## src/rtl/lector_salidas.sv

```systemverilog
// lector_salidas: read-side engine for fabric output FIFOs 4-7.
// Pops non-empty FIFOs in round-robin order, one word in flight at a time.
// Each popped word goes out on a valid/ready stream tagged with its source
// port. Per-port counters track delivered words.
module lector_salidas #(
    parameter int data_width  = 10,
    parameter int count_width = 8
) (
    input  logic                   clk,
    input  logic                   reset,
    input  logic                   enable,
    input  logic [7:0]             empty_fifos,
    input  logic [data_width-1:0]  FIFO_data_out4,
    input  logic [data_width-1:0]  FIFO_data_out5,
    input  logic [data_width-1:0]  FIFO_data_out6,
    input  logic [data_width-1:0]  FIFO_data_out7,
    output logic                   pop4,
    output logic                   pop5,
    output logic                   pop6,
    output logic                   pop7,
    input  logic                   ready_in,
    output logic                   valid_out,
    output logic [data_width-1:0]  data_out,
    output logic [1:0]             dest,
    input  logic                   clear_counts,
    output logic [count_width-1:0] count0,
    output logic [count_width-1:0] count1,
    output logic [count_width-1:0] count2,
    output logic [count_width-1:0] count3,
    output logic                   idle
);

    typedef enum logic [1:0] {IDLE, POP, CAPTURE, SEND} state_t;

    state_t                 state;
    logic [1:0]             sel;
    logic [1:0]             last;
    logic [3:0]             pop_q;
    logic [count_width-1:0] count_q [4];

    logic [3:0]            cand;
    logic [1:0]            base_ptr;
    logic [1:0]            idx;
    logic [1:0]            winner;
    logic                  found;
    logic [data_width-1:0] fifo_word;
    logic                  unused_low_flags;

    // Flags of FIFOs 0-3 belong to the input side and are not used here.
    assign unused_low_flags = ^empty_fifos[3:0];

    // Round-robin search starting after the last served port. At a SEND
    // transfer, the port being delivered becomes the new "last".
    always_comb begin
        // NOTE: every combinational output gets a default first, so no
        // path through the block leaves a value held (no latch).
        cand     = ~empty_fifos[7:4];
        base_ptr = (state == SEND) ? sel : last;
        found    = 1'b0;
        winner   = 2'd0;
        idx      = 2'd0;
        for (int i = 1; i <= 4; i++) begin
            idx = base_ptr + 2'(i);
            if (!found && cand[idx]) begin
                found  = 1'b1;
                winner = idx;
            end
        end
    end

    // Read-data mux for the FIFO selected by the word in flight.
    always_comb begin
        fifo_word = FIFO_data_out4;
        case (sel)
            2'd0: fifo_word = FIFO_data_out4;
            2'd1: fifo_word = FIFO_data_out5;
            2'd2: fifo_word = FIFO_data_out6;
            2'd3: fifo_word = FIFO_data_out7;
            default: fifo_word = FIFO_data_out4;
        endcase
    end

    // Control FSM, pop strobes, output capture and delivered-word counters.
    always_ff @(posedge clk or negedge reset) begin
        if (!reset) begin
            state     <= IDLE;
            sel       <= 2'd0;
            last      <= 2'd3;
            pop_q     <= 4'b0000;
            valid_out <= 1'b0;
            data_out  <= '0;
            dest      <= 2'd0;
            idle      <= 1'b1;
            // NOTE: the counter array is only four registers, so resetting
            // it is cheap; a large storage array would normally stay unreset.
            for (int i = 0; i < 4; i++) begin
                count_q[i] <= '0;
            end
        end else begin
            // NOTE: non-blocking assignments keep every register update
            // based on the pre-edge values, regardless of statement order.
            pop_q <= 4'b0000;
            case (state)
                IDLE: begin
                    if (enable && found) begin
                        sel   <= winner;
                        pop_q <= 4'b0001 << winner;
                        state <= POP;
                        idle  <= 1'b0;
                    end
                end
                POP: begin
                    state <= CAPTURE;
                end
                CAPTURE: begin
                    data_out  <= fifo_word;
                    dest      <= sel;
                    valid_out <= 1'b1;
                    state     <= SEND;
                end
                SEND: begin
                    if (ready_in) begin
                        valid_out    <= 1'b0;
                        last         <= sel;
                        count_q[sel] <= count_q[sel] + 1'b1;
                        if (enable && found) begin
                            sel   <= winner;
                            pop_q <= 4'b0001 << winner;
                            state <= POP;
                        end else begin
                            state <= IDLE;
                            idle  <= 1'b1;
                        end
                    end
                end
                default: begin
                    state <= IDLE;
                    idle  <= 1'b1;
                end
            endcase
            // Clear comes last so it overrides a coincident increment.
            if (clear_counts) begin
                for (int i = 0; i < 4; i++) begin
                    count_q[i] <= '0;
                end
            end
        end
    end

    assign pop4   = pop_q[0];
    assign pop5   = pop_q[1];
    assign pop6   = pop_q[2];
    assign pop7   = pop_q[3];
    assign count0 = count_q[0];
    assign count1 = count_q[1];
    assign count2 = count_q[2];
    assign count3 = count_q[3];

endmodule

```

## config.mk

```make
export PLATFORM = sky130hd
export DESIGN_NAME = lector_salidas
export DESIGN_NICKNAME = d
export VERILOG_FILES = /design/src/rtl/lector_salidas.sv
export SDC_FILE = /design/constraint.sdc
export NUM_CORES = 1
export LEC_CHECK = 0
export BUFFER_PORTS_ARGS = -buffer_cell sky130_fd_sc_hd__buf_2
export CORE_UTILIZATION = 47
export CTS_BUF_LIST = sky130_fd_sc_hd__clkbuf_4
export CTS_CLUSTER_DIAMETER = 150
export CTS_CLUSTER_SIZE = 40
export DETAILED_ROUTE_END_ITERATION = 10
export HOLD_SLACK_MARGIN = 0.08
export PLACE_DENSITY = 0.83
export SLEW_MARGIN = 30
export SYNTH_ARGS = -nofsm -noshare
export SYNTH_HDL_FRONTEND = slang
export SYNTH_SLANG_ARGS = --single-unit
```

## constraint.sdc

```tcl
create_clock -name clk -period 1.7 [get_ports clk]
set_input_delay 0.34 -clock clk [delete_from_list [all_inputs] [get_ports clk]]
set_output_delay 0.34 -clock clk [all_outputs]
set_load 0.05 [all_outputs]
```

* Word level (Yosys, flattened, before mapping)
Cells that the tools add are included.
Widths: inputs -> output; s select.
** Storage, ports and cells
- Bits in registers :: 56
- Input bits :: 53
- Output and inout port bits :: 50
- Logic and storage cells :: 97
** Cells by class
- Add/sub/neg operators :: 4
- $lt $le $gt $ge :: 6
- Eq/ne operators :: 9
- Shifts and indexed selects :: 1
- Muxes and demuxes :: 43
- Bitwise operators :: 2
- Reduce and logical (&&, ||, !) cells :: 20
** Operators by type and width (count)
- $mux 32 :: 3
- $pmux 10 s4 :: 1
- $bwmux 32 :: 1
- $mux 8 :: 3
- $mux 2 :: 9
- $bmux 8 s2 :: 1
- $demux 8 s2 :: 1
- $mux 1 :: 13
- $lt 2x3->1 const B :: 4
- $reduce_and 2->1 :: 5
- $add 8x1->8 const B :: 1
- $bmux 1 s2 :: 4
- $eq 2x2->1 const B :: 4
- $mux 4 :: 2
- $pmux 2 s4 :: 1
- $pmux 4 s2 :: 1
- $reduce_bool 2->1 :: 4
- $ne 2x2->1 const B :: 3
- $logic_and 1x1->1 :: 5
- $add 2x2->2 const B :: 2
- $eq 2x1->1 const B :: 2
- $logic_not 2->1 :: 2
- $not 4->4 :: 1
- $pmux 1 s2 :: 2
- 8 further kinds :: 10

* Logic depth before layout (Yosys ltp)
- Word-level depth :: 19
- Gate-level depth with buffers :: 6
- Gate-level depth less buffers :: 6

* Worst setup path before layout
No wires, ideal clock.
- Path type :: register -> register
- From :: register count_q, in the netlist count1[2]
- To :: register count_q, in the netlist count0[7]
- Library setup time :: 0.122 ns
- Arrival time :: 1.858 ns
- Required time :: 1.578 ns
- Slack :: -0.279 ns
- Stages on the path, launching flop included :: 5
- Path buffers :: 0
- Clock period less this slack :: 1.979 ns
- Cell sequence :: dfrtp_1 > mux4_1 > and3_1 > a31o_1 > a32o_1
** On the way
- Longest elaborated chain between the ends :: 8
** Ends and longest elaborated chain
- start, declared :: RTL line 39 : logic [count_width-1:0] count_q [4];
- start signal, assigned by index :: RTL line 125 : count_q[sel] <= count_q[sel] + 1'b1;
- $bmux 8 s2 :: RTL line 125
- $mux 8 (implied by the code) (2 in a row) :: RTL line 125
- $add 8x1->8 :: RTL line 125
- $bwmux 32 :: RTL line 125
- $mux 32 :: RTL line 122 : if (ready_in) begin
- $mux 32 :: RTL line 103 : case (state)
- $mux 32 :: RTL line 142 : if (clear_counts) begin
Every way passes these cells. The select of a mux whose other input is x is not followed.
A chain may end at the register's enable or synchronous reset.

* Final worst setup path
- From :: register sel[0]
- To :: register count_q, in the netlist count3[7]
** On the way
- Longest elaborated chain between the ends :: 9
- Elaborated cells on any way between the ends :: 14
- Those cells by class :: add/sub: 1; order compare: 2; mux: 9; bitwise: 1; reduce/logical: 1
** Ends and longest elaborated chain
- start, declared :: RTL line 36 : logic [1:0] sel;
- start signal, assigned :: RTL line 106 : sel <= winner;
- start signal, assigned :: RTL line 127 : sel <= winner;
- $not 2->3 (implied by the code) (*) :: RTL line 125
- $bmux 8 s2 (tied with other cells) :: RTL line 125
- $mux 8 (implied by the code) or $logic_and 1x1->1 (tied branches) :: RTL line 125
- $mux 8 (implied by the code) :: RTL line 125
- $add 8x1->8 or $demux 8 s2 (tied branches) :: RTL line 125
- $bwmux 32 (*) :: RTL line 125
- $mux 32 (*) :: RTL line 122
- $mux 32 (*) :: RTL line 103
- $mux 32 (*) :: RTL line 142
Every way passes the cells marked *; elsewhere a longest branch is shown, timed or not. The select of a mux whose other input is x is not followed.

==> flow_summary.ini <==
[run_status]
outcome = finished, violations left
violations = setup timing

[critical_path]
worstPathArrival_ps = 2310
critical_path.startpoint_type = register
cp-end-kind = register
crit_type = register to register
r2r_slack_ps = -330
critPathMaxFanout = 5
required_ps = 1990

[power]
p_sw_uw = 2680
ir_drop_mv = 1.02
intPower_uw = 3450
p_total_uw = 6120
p_per_area_nw_per_um2 = 1360
pwr-share-clk_pct = 9.3
combPwrFrac_pct = 60.5
switching_share_pct = 43.7
p_leak_uw = 0.00214
pwr-share-seq_pct = 30.2

[finish]
register_area_um2 = 1440
n_fill_cell = 408
nNetsFinal = 480
multiInputGateArea_um2 = 1770
diodes = 0
final_area_um2 = 4500
final_core_util_pct = 74.6
drive_above_1_share_pct = 65.7
area_delta_synth_final_pct = 50.0

[clock_tree]
insertion_delay_ps = 390
root_buffer = clkbuf_4
cts.clk_slew.worst_paths_ps = 160
cts_max_level = 2
clock_sinks = 56
cts_tree = built
cts-buffers-inserted = 5
clockBufferDepth = 2

[sta]
setup_viol = 43
rsz0062_at_grt = true
fin_ws_ps = -328
slew_viol_final = 0
clock.fmax_mhz = 493
hold_violations = 0
timing_worst_slew_pin_value_ps = 377
finClkSkew_ps = 13.1
min_period_over_period_pct = 119
post-route-min-period_ps = 2030
slew_headroom_pct = 74.4

[global_route]
gr-total-overflow = 0
antenna_found_initial = 0
grt_pass1_vias = 2786
grt_start_max_net_pins = 57
grt_pass1_wl_mm = 13.5
track_usage_pct = 27.0

[floorplanning]
die_area_um2 = 6700
ios = 103
die_w_um = 81.9
initial_core_util_pct = 49.8
placementRows = 28
die_y_um = 81.9
core_um2 = 6030

[synthesis]
synth_area_leaders = dfrtp_1, mux4_2, mux2_2
synth_top_area_share_pct = 44.2
postSynth.asyncResetShare_pct = 100
netlist_instances = 255
synthFlopType = dfrtp_1
synth-seq-cells = 56
ys_types = 47
synth_edf_count = 0
yosysTopAreaCell = dfrtp_1
yosys_warnings = 0
synth_area_um2 = 3000
syn-num-nets = 313
ys_seq_area_share_pct = 46.9
syn_area_per_cell_um2 = 11.8

[detailed_routing]
highest_layer = met4
first_pass_iters = 4
wirelength_mm = 9.14
drc = 0
vias = 2850
wl_per_cell_um = 18.4
antenna_left = 0
m1WireLength_mm = 3.62
wl_met2_mm = 4.86
wl_met3_um = 525
drtIter0Drc = 179
drt-vias-per-instance = 5.72

[run]
maxCapViolCount = 0

[placed_design]
post-place-ws_ps = -281
gp_congestion = 0.895
place_area_um2 = 4130
hpwl_mm = 6.41
io_buffer_count = 98

[min_path]
hold_path_class = primary input to register
## critical path: stages (launching register included)
cell,delay [ps]
dfrtp_2,470
clkbuf_16,180
mux4_2,590
and3_4,230
a31o_4,230
a32o_1,230
## timing repair
item / 4_1_cts / 5_1_grt
endpoints found under the hold margin: 53 / 0
resized for setup: 31 / 19
buffers inserted: 4 / 4
pin swaps: 6 / 17
cloned: 0 / 1
endpoints found under the setup margin: 42 / 45
hold buffers: 1 / 0
## synth_stat cells (2+ instances only)
| cell type | number |
|---|---|
| a211oi_1 | 2 |
| buf_6 | 2 |
| dfstp_2 | 3 |
| inv_1 | 9 |
| a31oi_1 | 5 |
| nand2b_1 | 2 |
| nand3_1 | 3 |
| mux2_2 | 17 |
| nor3_1 | 2 |
| mux4_1 | 2 |
| mux2i_1 | 2 |
| nor2_1 | 15 |
| o211ai_1 | 5 |
| a221o_1 | 3 |
| o21ai_0 | 21 |
| a21oi_1 | 4 |
| mux4_2 | 16 |
| ha_1 | 5 |
| dfrtp_1 | 53 |
| xor2_1 | 2 |
| nor2b_1 | 2 |
| nand2_1 | 32 |
| o22ai_1 | 2 |
| a32o_1 | 5 |
| o211a_1 | 3 |
| and3_1 | 2 |
| and2_1 | 4 |
| buf_2 | 5 |
| or4_1 | 5 |
| a22o_1 | 4 |
| buf_1 | 2 |
## flip-flops by register name, indices dropped and copies added (netlist names)
register,cells
count1,8
pop_q,4
dest,2
count3,8
state,2
valid_out,1
last,2
idle,1
data_out,10
count2,8
sel,2
count0,8
## layout make-up
| type | count | area share, % |
|---|---|---|
| clock buffer | 5 | 0.835 |
| clock inverter | 3 | 0.306 |
| inverter | 9 | 0.751 |
| multi-input combinational | 180 | 39.3 |
| sequential | 56 | 32.1 |
| tap | 75 | 2.09 |
| timing repair buffer | 170 | 24.6 |
## metal layers
layer / vias to the layer above / GRT usage (%)
li1: 1308 / -
met1: 1423 / 34.6
met2: 105 / 46.2
met3: 14 / 3.89
met4: 0 / 10.0
met5: - / 0
## per-stage QoR
stage,hold WS [ps],std cells,TNS [ps]
floorplan,44.4,255,-1710
global placement,355,481,-4670
detailed placement,361,481,-7060
CTS,273,493,-5800
global route,270,498,-9550
finish,273,498,-7480
## power groups by stage
stage          Clock [uW]  Sequential (uW)  Combinational, uW
6_report              570             1850               3710
5_1_grt               649             1890               3900
4_1_cts               580             1820               3400
3_5_place_dp            0             1830               3150
3_3_place_gp            0             1810               3060
2_1_floorplan           0             2480               1520
## cell usage in the layout (no fill, tap or decap), drive strengths merged, types with 2 or more instances in the layout
cell / Yosys / final
nand3: 4 / 4
and3: 2 / 2
inv: 9 / 9
nor2: 15 / 15
mux4: 18 / 18
a211oi: 2 / 2
o21ai: 21 / 21
o211ai: 5 / 5
a22o: 4 / 4
mux2: 17 / 17
dfrtp: 53 / 53
mux2i: 2 / 2
nor2b: 2 / 2
a32o: 5 / 5
a21oi: 4 / 4
and2: 5 / 5
ha: 5 / 5
dfstp: 3 / 3
o211a: 3 / 3
clkbuf: 1 / 6
nand2b: 2 / 2
a221o: 3 / 3
xor2: 2 / 2
or4: 5 / 5
nor3: 2 / 2
o22ai: 2 / 2
clkinv: 0 / 3
a31oi: 5 / 5
nand2: 32 / 32
buf: 9 / 168
## path summary, 6_finish.rpt
check                                  from           to  depth (start not counted)
worst max-delay path                 sel[0]    count3[7]                          5
worst max register to register       sel[0]    count3[7]                          5
max in group asynchronous             reset         idle                          3
min in group asynchronous             reset    count3[5]                          3
worst min-delay path               ready_in         idle                          3
worst min register to register  data_out[1]  data_out[1]                          1
## cell families after synthesis
group                      synth area share (%)
and+or+nand+nor                            11.8
AOI/OAI and AO/OA                          14.5
DFF                                        46.9
muxes                                      20.8
buffers and inverters                      3.09
adders and majority gates                  2.09
xor gates and xnor gates                  0.877
Note: power is estimated with default switching activity, not from simulation.
